===== src/rtl/ex_muldiv_unit_pkg.sv =====
// rtl/ex_muldiv_unit_pkg.sv - shared opcode, state and constant definitions for the muldiv unit
package cpu_pkg;

  localparam int WIDTH_DEFAULT = 32;

  localparam logic [1:0] MD_MUL  = 2'b00;
  localparam logic [1:0] MD_MULH = 2'b01;
  localparam logic [1:0] MD_DIV  = 2'b10;
  localparam logic [1:0] MD_REM  = 2'b11;

  localparam logic [1:0] IDLE = 2'd0;
  localparam logic [1:0] CALC = 2'd1;
  localparam logic [1:0] DONE = 2'd2;

  localparam logic [WIDTH_DEFAULT-1:0] DIV_ZERO_QUOT = '1;

endpackage


===== src/rtl/ex_muldiv_unit_if.sv =====
// rtl/ex_muldiv_unit_if.sv - issue/result bundle between ID/EX, the muldiv unit and EX/MEM
interface ex_muldiv_unit_if
  import cpu_pkg::*;
#(
  parameter int WIDTH = WIDTH_DEFAULT
);
  logic             start;
  logic [1:0]       op;
  logic [WIDTH-1:0] op_a;
  logic [WIDTH-1:0] op_b;
  logic [4:0]       dest_in;
  logic             flush;
  logic             stall;
  logic             busy;
  logic             result_valid;
  logic [WIDTH-1:0] result;
  logic [4:0]       dest_out;
  logic             div_zero;

  modport master (
    output start, op, op_a, op_b, dest_in, flush,
    input  stall, busy, result_valid, result, dest_out, div_zero
  );

  modport slave (
    input  start, op, op_a, op_b, dest_in, flush,
    output stall, busy, result_valid, result, dest_out, div_zero
  );

endinterface


===== src/rtl/ex_muldiv_unit_md_sign_fix.sv =====
// rtl/ex_muldiv_unit_md_sign_fix.sv - conditional two's-complement negation (abs value / sign restore)
module md_sign_fix #(
  parameter int W = 32
) (
  input  logic [W-1:0] val,
  input  logic         neg,
  output logic [W-1:0] out
);

  assign out = neg ? (~val + W'(1)) : val;

endmodule


===== src/rtl/ex_muldiv_unit.sv =====
// rtl/ex_muldiv_unit.sv - iterative radix-2 MUL/MULH/DIV/REM with pipeline stall
// MULDIV_EARLY_OUT_EN: zero operands bypass the iteration phase.
module ex_muldiv_unit
  import cpu_pkg::*;
#(
  parameter int WIDTH = WIDTH_DEFAULT,
  parameter int CNT_W = 6
) (
  input logic            clk,
  input logic            rst,
  ex_muldiv_unit_if.slave io
);

  logic [1:0]         state;
  logic [CNT_W-1:0]   count;
  logic [1:0]         op_r;
  logic [4:0]         dest_r;
  logic               a_sign;
  logic               b_sign;
  logic [WIDTH-1:0]   a_abs;
  logic [WIDTH-1:0]   b_abs;
  logic [WIDTH-1:0]   acc;
  logic [WIDTH-1:0]   lo;
  logic [WIDTH-1:0]   a_mag;
  logic [WIDTH-1:0]   b_mag;
  logic               issue;
  logic [WIDTH:0]     mul_sum;
  logic [WIDTH:0]     div_shift;
  logic [WIDTH:0]     div_trial;
  logic [2*WIDTH-1:0] fix_in;
  logic [2*WIDTH-1:0] fix_out;
  logic               fix_neg;
  logic [WIDTH-1:0]   res_sel;

  md_sign_fix #(.W(WIDTH)) u_fix_a (.val(io.op_a), .neg(io.op_a[WIDTH-1]), .out(a_mag));
  md_sign_fix #(.W(WIDTH)) u_fix_b (.val(io.op_b), .neg(io.op_b[WIDTH-1]), .out(b_mag));
  md_sign_fix #(.W(2*WIDTH)) u_fix_res (.val(fix_in), .neg(fix_neg), .out(fix_out));

  assign issue    = (state == IDLE) & io.start & !io.flush;
  assign io.stall = rst & !io.flush & (issue | (state == CALC));
  assign io.busy  = (state != IDLE);

  // Multiply keeps the product in {acc, lo}; divide keeps remainder in acc, quotient shifts into lo.
  assign mul_sum   = {1'b0, acc} + (lo[0] ? {1'b0, a_abs} : {(WIDTH+1){1'b0}});
  assign div_shift = {acc, lo[WIDTH-1]};
  assign div_trial = div_shift - {1'b0, b_abs};

  always_comb begin
    fix_in  = {acc, lo};
    fix_neg = a_sign ^ b_sign;
    if (op_r == MD_REM) begin
      fix_in  = {{WIDTH{1'b0}}, acc};
      fix_neg = a_sign;
    end else if (op_r == MD_DIV) begin
      fix_in  = {{WIDTH{1'b0}}, lo};
    end
  end

  always_comb begin
    res_sel = fix_out[WIDTH-1:0];
    if (op_r == MD_MULH)
      res_sel = fix_out[2*WIDTH-1:WIDTH];
    else if ((op_r == MD_DIV) && (b_abs == '0))
      res_sel = WIDTH'(DIV_ZERO_QUOT);
  end

  always_ff @(posedge clk) begin
    if (!rst) begin
      state           <= IDLE;
      count           <= '0;
      op_r            <= MD_MUL;
      dest_r          <= '0;
      a_sign          <= 1'b0;
      b_sign          <= 1'b0;
      a_abs           <= '0;
      b_abs           <= '0;
      acc             <= '0;
      lo              <= '0;
      io.result_valid <= 1'b0;
      io.result       <= '0;
      io.dest_out     <= '0;
      io.div_zero     <= 1'b0;
    end else begin
      io.result_valid <= 1'b0;
      if (io.flush) begin
        state <= IDLE;
      end else begin
        case (state)
          IDLE: begin
            if (io.start) begin
              a_sign <= io.op_a[WIDTH-1];
              b_sign <= io.op_b[WIDTH-1];
              a_abs  <= a_mag;
              b_abs  <= b_mag;
              op_r   <= io.op;
              dest_r <= io.dest_in;
              count  <= '0;
              acc    <= '0;
              lo     <= io.op[1] ? a_mag : b_mag;
`ifdef MULDIV_EARLY_OUT_EN
              if ((io.op_a == '0) || (io.op_b == '0)) begin
                state <= DONE;
                acc   <= (io.op[1] && (io.op_b == '0)) ? a_mag : '0;
                lo    <= '0;
              end else begin
                state <= CALC;
              end
`else
              state <= CALC;
`endif
            end
          end
          CALC: begin
            if (op_r[1]) begin
              if (!div_trial[WIDTH]) begin
                acc <= div_trial[WIDTH-1:0];
                lo  <= {lo[WIDTH-2:0], 1'b1};
              end else begin
                acc <= div_shift[WIDTH-1:0];
                lo  <= {lo[WIDTH-2:0], 1'b0};
              end
            end else begin
              {acc, lo} <= {mul_sum, lo[WIDTH-1:1]};
            end
            count <= count + CNT_W'(1);
            if (count == CNT_W'(WIDTH-1))
              state <= DONE;
          end
          DONE: begin
            io.result       <= res_sel;
            io.dest_out     <= dest_r;
            io.div_zero     <= op_r[1] & (b_abs == '0);
            io.result_valid <= 1'b1;
            state           <= IDLE;
          end
          default: state <= IDLE;
        endcase
      end
    end
  end

endmodule


===== src/flat_wrapper.sv =====
// flat-port wrapper written by rule: the top's interface ports become plain ports
module ex_muldiv_unit_flat import cpu_pkg::*;
#(
  parameter int WIDTH = WIDTH_DEFAULT,
  parameter int CNT_W = 6
)
  (clk, rst, io_start, io_op, io_op_a, io_op_b, io_dest_in, io_flush, io_stall, io_busy, io_result_valid, io_result, io_dest_out, io_div_zero);
  ex_muldiv_unit_if #(.WIDTH(WIDTH)) io_i ();
  input logic clk;
  input logic rst;
  input wire logic [$bits(io_i.start)-1:0] io_start;
  input wire logic [$bits(io_i.op)-1:0] io_op;
  input wire logic [$bits(io_i.op_a)-1:0] io_op_a;
  input wire logic [$bits(io_i.op_b)-1:0] io_op_b;
  input wire logic [$bits(io_i.dest_in)-1:0] io_dest_in;
  input wire logic [$bits(io_i.flush)-1:0] io_flush;
  output wire logic [$bits(io_i.stall)-1:0] io_stall;
  output wire logic [$bits(io_i.busy)-1:0] io_busy;
  output wire logic [$bits(io_i.result_valid)-1:0] io_result_valid;
  output wire logic [$bits(io_i.result)-1:0] io_result;
  output wire logic [$bits(io_i.dest_out)-1:0] io_dest_out;
  output wire logic [$bits(io_i.div_zero)-1:0] io_div_zero;
  assign io_i.start = io_start;
  assign io_i.op = io_op;
  assign io_i.op_a = io_op_a;
  assign io_i.op_b = io_op_b;
  assign io_i.dest_in = io_dest_in;
  assign io_i.flush = io_flush;
  assign io_stall = io_i.stall;
  assign io_busy = io_i.busy;
  assign io_result_valid = io_i.result_valid;
  assign io_result = io_i.result;
  assign io_dest_out = io_i.dest_out;
  assign io_div_zero = io_i.div_zero;
  ex_muldiv_unit #(.WIDTH(WIDTH), .CNT_W(CNT_W)) u_core (.clk(clk), .rst(rst), .io(io_i));
endmodule

===== config.mk =====
export PLATFORM = sky130hd
export DESIGN_NAME = ex_muldiv_unit_flat
export DESIGN_NICKNAME = d
export VERILOG_FILES = /design/src/rtl/ex_muldiv_unit_pkg.sv /design/src/rtl/ex_muldiv_unit_if.sv /design/src/rtl/ex_muldiv_unit_md_sign_fix.sv /design/src/rtl/ex_muldiv_unit.sv /design/src/flat_wrapper.sv
export SDC_FILE = /design/constraint.sdc
export NUM_CORES = 1
export LEC_CHECK = 0
export CAP_MARGIN = 10
export CORE_MARGIN = 2
export CORE_UTILIZATION = 25
export CTS_CLUSTER_SIZE = 14
export DETAILED_ROUTE_END_ITERATION = 16
export DONT_BUFFER_PORTS = 1
export SLEW_MARGIN = 30
export SYNTH_ARGS = -nofsm -noshare
export SYNTH_HDL_FRONTEND = slang
export SYNTH_SLANG_ARGS = --single-unit

===== constraint.sdc =====
create_clock -name clk -period 5 [get_ports clk]
set_clock_uncertainty 0.05 [all_clocks]
set_input_delay 1 -clock clk [delete_from_list [all_inputs] [get_ports clk]]
set_output_delay 1 -clock clk [all_outputs]
set_load 0.01 [all_outputs]

==> impl_metrics.env <==
export IMPL_cts_resized=0
export IMPL_maxCapViolCount=0
export IMPL_grt_pass1_vias=14414
export IMPL_crit_end="u_core.acc[24]"
export IMPL_final_period_utilization_pct=81.80
export IMPL_clkSinkCount=184
export IMPL_regToRegSetupSlack_ns=0.91
export IMPL_startpoint="u_core.acc[10]"
export IMPL_p_total_mw=4.027
export IMPL_rows=89
export IMPL_wl_um=64440
export IMPL_area_delta_synth_final_pct=10.26
export IMPL_swShare_pct=34.41
export IMPL_finalSetupViolCount=0
export IMPL_grt_pass1_wl_um=95100
export IMPL_synth_ff_type="dfxtp_1"
export IMPL_required_ns=5.29
export IMPL_worstHoldPathCells=2
export IMPL_finalCriticalPeriod_ns=4.090
export IMPL_seqPwrFrac_pct=39.8
export IMPL_first_iter_violations=1581
export IMPL_start_kind="flip-flop"
export IMPL_gp_congestion=1.036
export IMPL_detailed_place_hpwl_um=50550
export IMPL_overflow=0
export IMPL_initial_core_util_pct=25.30
export IMPL_rsz0062_at_grt="no"
export IMPL_tns_ns=0
export IMPL_synth_cell_types=90
export IMPL_worst_pin_slew_ns=0.9033
export IMPL_ys_async_sr_fraction_pct=0
export IMPL_critical_path_arrival_ns=4.38
export IMPL_ys_seq_area_share_pct=24.62
export IMPL_ys_ff_latch=184
export IMPL_syn_area_um2=14960
export IMPL_antenna_found_initial=1
export IMPL_drcViolationCount=0
export IMPL_syn_avg_cell_area_um2=7.636
export IMPL_htree_levels=4
export IMPL_clk_latency_ns=0.47
export IMPL_netlist_area_leader_share_pct=24.62
export IMPL_critPathKind="flip-flop to flip-flop"
export IMPL_grt_start_max_net_pins=57
export IMPL_fmax_mhz=244.5
export IMPL_syn_inst=1959
export IMPL_r2r_start="u_core.acc[10]"
export IMPL_viasPerCell=5.742
export IMPL_cp_max_fo=14
export IMPL_timing_slew_headroom_pct=39.63
export IMPL_cts_buffer_depth=2
export IMPL_synth_nets=2104
export IMPL_grtUsageTotal_pct=20.14
export IMPL_clkPwrFrac_pct=36.2
export IMPL_combPwrFrac_pct=24.0
export IMPL_cp_end_kind="flip-flop"
export IMPL_p_leak_nw=6.345
export IMPL_drt_first_pass_iters=5
export IMPL_cts_hold_buffers=0
export IMPL_die_h_um=248.6
export IMPL_drv_slew=0
export IMPL_clkTransAtPathRegs_ns=0.08
export IMPL_synth_edff_count=0
export IMPL_io_buffers=0
export IMPL_cts_made_buffers=17
export IMPL_synth_top_cells_by_area="dfxtp_1, mux2i_1, ha_1"
export IMPL_cts_tree="yes"
export IMPL_n_fill_cell=6403
export IMPL_io_pins=116
export IMPL_p_int_mw=2.641
export IMPL_cts_root_buf="clkbuf_16"
export IMPL_p_sw_mw=1.386
export IMPL_worstReg2RegEnd="u_core.acc[24]"
export IMPL_post_cts_buffers=0
export IMPL_die_w_um=248.6
export IMPL_num_antenna_cells=0
export IMPL_die_area_um2=61810
export IMPL_nets=2040
export IMPL_antenna_left=0
export IMPL_reg2reg_depth=10
export IMPL_vias=15393
export IMPL_post_synth_top_count_cell="nand2_1"
export IMPL_status="finished clean"
export IMPL_synth_top_cell_by_area="dfxtp_1"
export IMPL_synthTopCellsByCount="nand2_1, dfxtp_1, o21ai_0"
export IMPL_ir_drop_mv=0.2347
export IMPL_layout_drive_gt1_share_pct=6.656
export IMPL_yosysWarnings=0
export IMPL_wire_per_inst_um=24.03
export IMPL_coreArea_um2=59130
export IMPL_p_per_area_nw_per_um2=244.1
export IMPL_worstHoldPathType="flip-flop to flip-flop"
export IMPL_timing_final_hold_violations=0
## critical path, cell delays in order (launching register included)
cell and delay [ns]:
dfxtp_1 0.71, ha_1 0.42, a21oi_1 0.26, o21ai_0 0.16, a211oi_1 0.44, a211oi_1 0.20, o2111a_1 0.34, o21a_1 0.33
nor2_4 0.48, mux2i_1 0.44, o21ai_0 0.13
## stage by stage
step | setup slack (ns) | hold WS (ns) | util (%) | std cells | instance area, um^2
floorplan | 1.371 | 0.3667 | - | 1959 | 14960
global placement | 0.8134 | 0.3838 | 26.76 | 2647 | 15830
detailed placement | 1.018 | 0.3901 | 26.88 | 2649 | 15890
CTS | 1.016 | 0.4075 | 27.90 | 2681 | 16490
global route | 0.6804 | 0.4237 | 27.90 | 2681 | 16490
finish | 0.9101 | 0.4062 | 27.90 | 2681 | 16490
## cell type report
class | count | area [um^2] | share of cell area, %
Multi-Input combinational cell | 1569 | 10520 | 63.79
Clock buffer | 19 | 442.9 | 2.685
Inverter | 69 | 259.0 | 1.570
Clock inverter | 13 | 158.9 | 0.9634
Sequential cell | 184 | 3687 | 22.35
Tap cell | 773 | 967.2 | 5.864
Timing Repair Buffer | 54 | 457.9 | 2.776
## layout by cell type (no fill, tap or decap), types with 8 or more instances in the layout
master,n
a211o_1,8
a211oi_1,41
a21o_1,23
a21oi_1,140
a22o_1,14
a22oi_1,22
a31oi_1,23
a41oi_1,11
and2_1,38
and3_1,13
buf_4,51
clkbuf_16,17
dfxtp_1,183
ha_1,68
inv_1,69
mux2i_1,104
nand2_1,188
nand2b_1,13
nand3_1,34
nand4_1,13
nor2_1,134
nor2b_1,11
nor3_1,38
nor4_1,25
o211ai_1,13
o21ai_0,167
o21bai_1,9
o221ai_1,18
o22ai_1,41
o31ai_1,39
o41ai_1,12
or3_1,14
or4_1,9
xnor2_1,72
xor2_1,96
## sequential cells by signal, summed over array words and instances (netlist names)
signal,cells
u_core.op_r,2
u_core.b_abs,32
u_core.a_abs,32
u_core.acc,32
u_core.lo,32
u_core.b_sign,1
u_core.io.div_zero,1
u_core.state,2
u_core.count,6
u_core.io.dest_out,5
u_core.io.result_valid,1
u_core.a_sign,1
u_core.io.result,32
u_core.dest_r,5
## power by group through the flow
| stage | clock, mW | sequential, mW | combinational (mW) |
|---|---|---|---|
| 6_report | 1.46 | 1.60 | 0.965 |
| 4_1_cts | 1.48 | 1.60 | 0.946 |
| 5_1_grt | 1.52 | 1.61 | 1.04 |
| 3_5_place_dp | 0 | 1.63 | 0.942 |
| 2_1_floorplan | 0 | 1.58 | 0.685 |
| 3_3_place_gp | 0 | 1.63 | 0.935 |
## layer usage
metal / global-route usage, % / wire length, um / vias up
met3: 4.334 / 5658 / 152
met1: 25.96 / 26910 / 7379
li1: - / - / 7074
met2: 32.19 / 28870 / 786
met4: 9.091 / 2982 / 2
met5: 0 / 13 / -
## how the worst min path moves through the flow
stage / start / endpoint / slack [ns]
after floorplan: u_core.a_abs[0] / u_core.a_abs[0] / 0.37
after global placement: u_core.a_abs[14] / u_core.a_abs[14] / 0.38
after detailed placement: u_core.a_abs[27] / u_core.a_abs[27] / 0.39
after CTS: u_core.a_abs[27] / u_core.a_abs[27] / 0.41
after global routing: u_core.dest_r[3] / u_core.io.dest_out[3] / 0.42
final: u_core.dest_r[2] / u_core.io.dest_out[2] / 0.41
## cell families after synthesis
group                      Yosys count  synth area share, %
AOI/OAI and AO/OA                  644                27.76
buffers and inverters              206                5.453
and+or+nand+nor                    577                18.99
DFF                                184                24.62
xor gates and xnor gates           170                9.953
muxes                              108                7.260
adders and majority gates           70                5.955
Power figures use the tool's default switching activity.
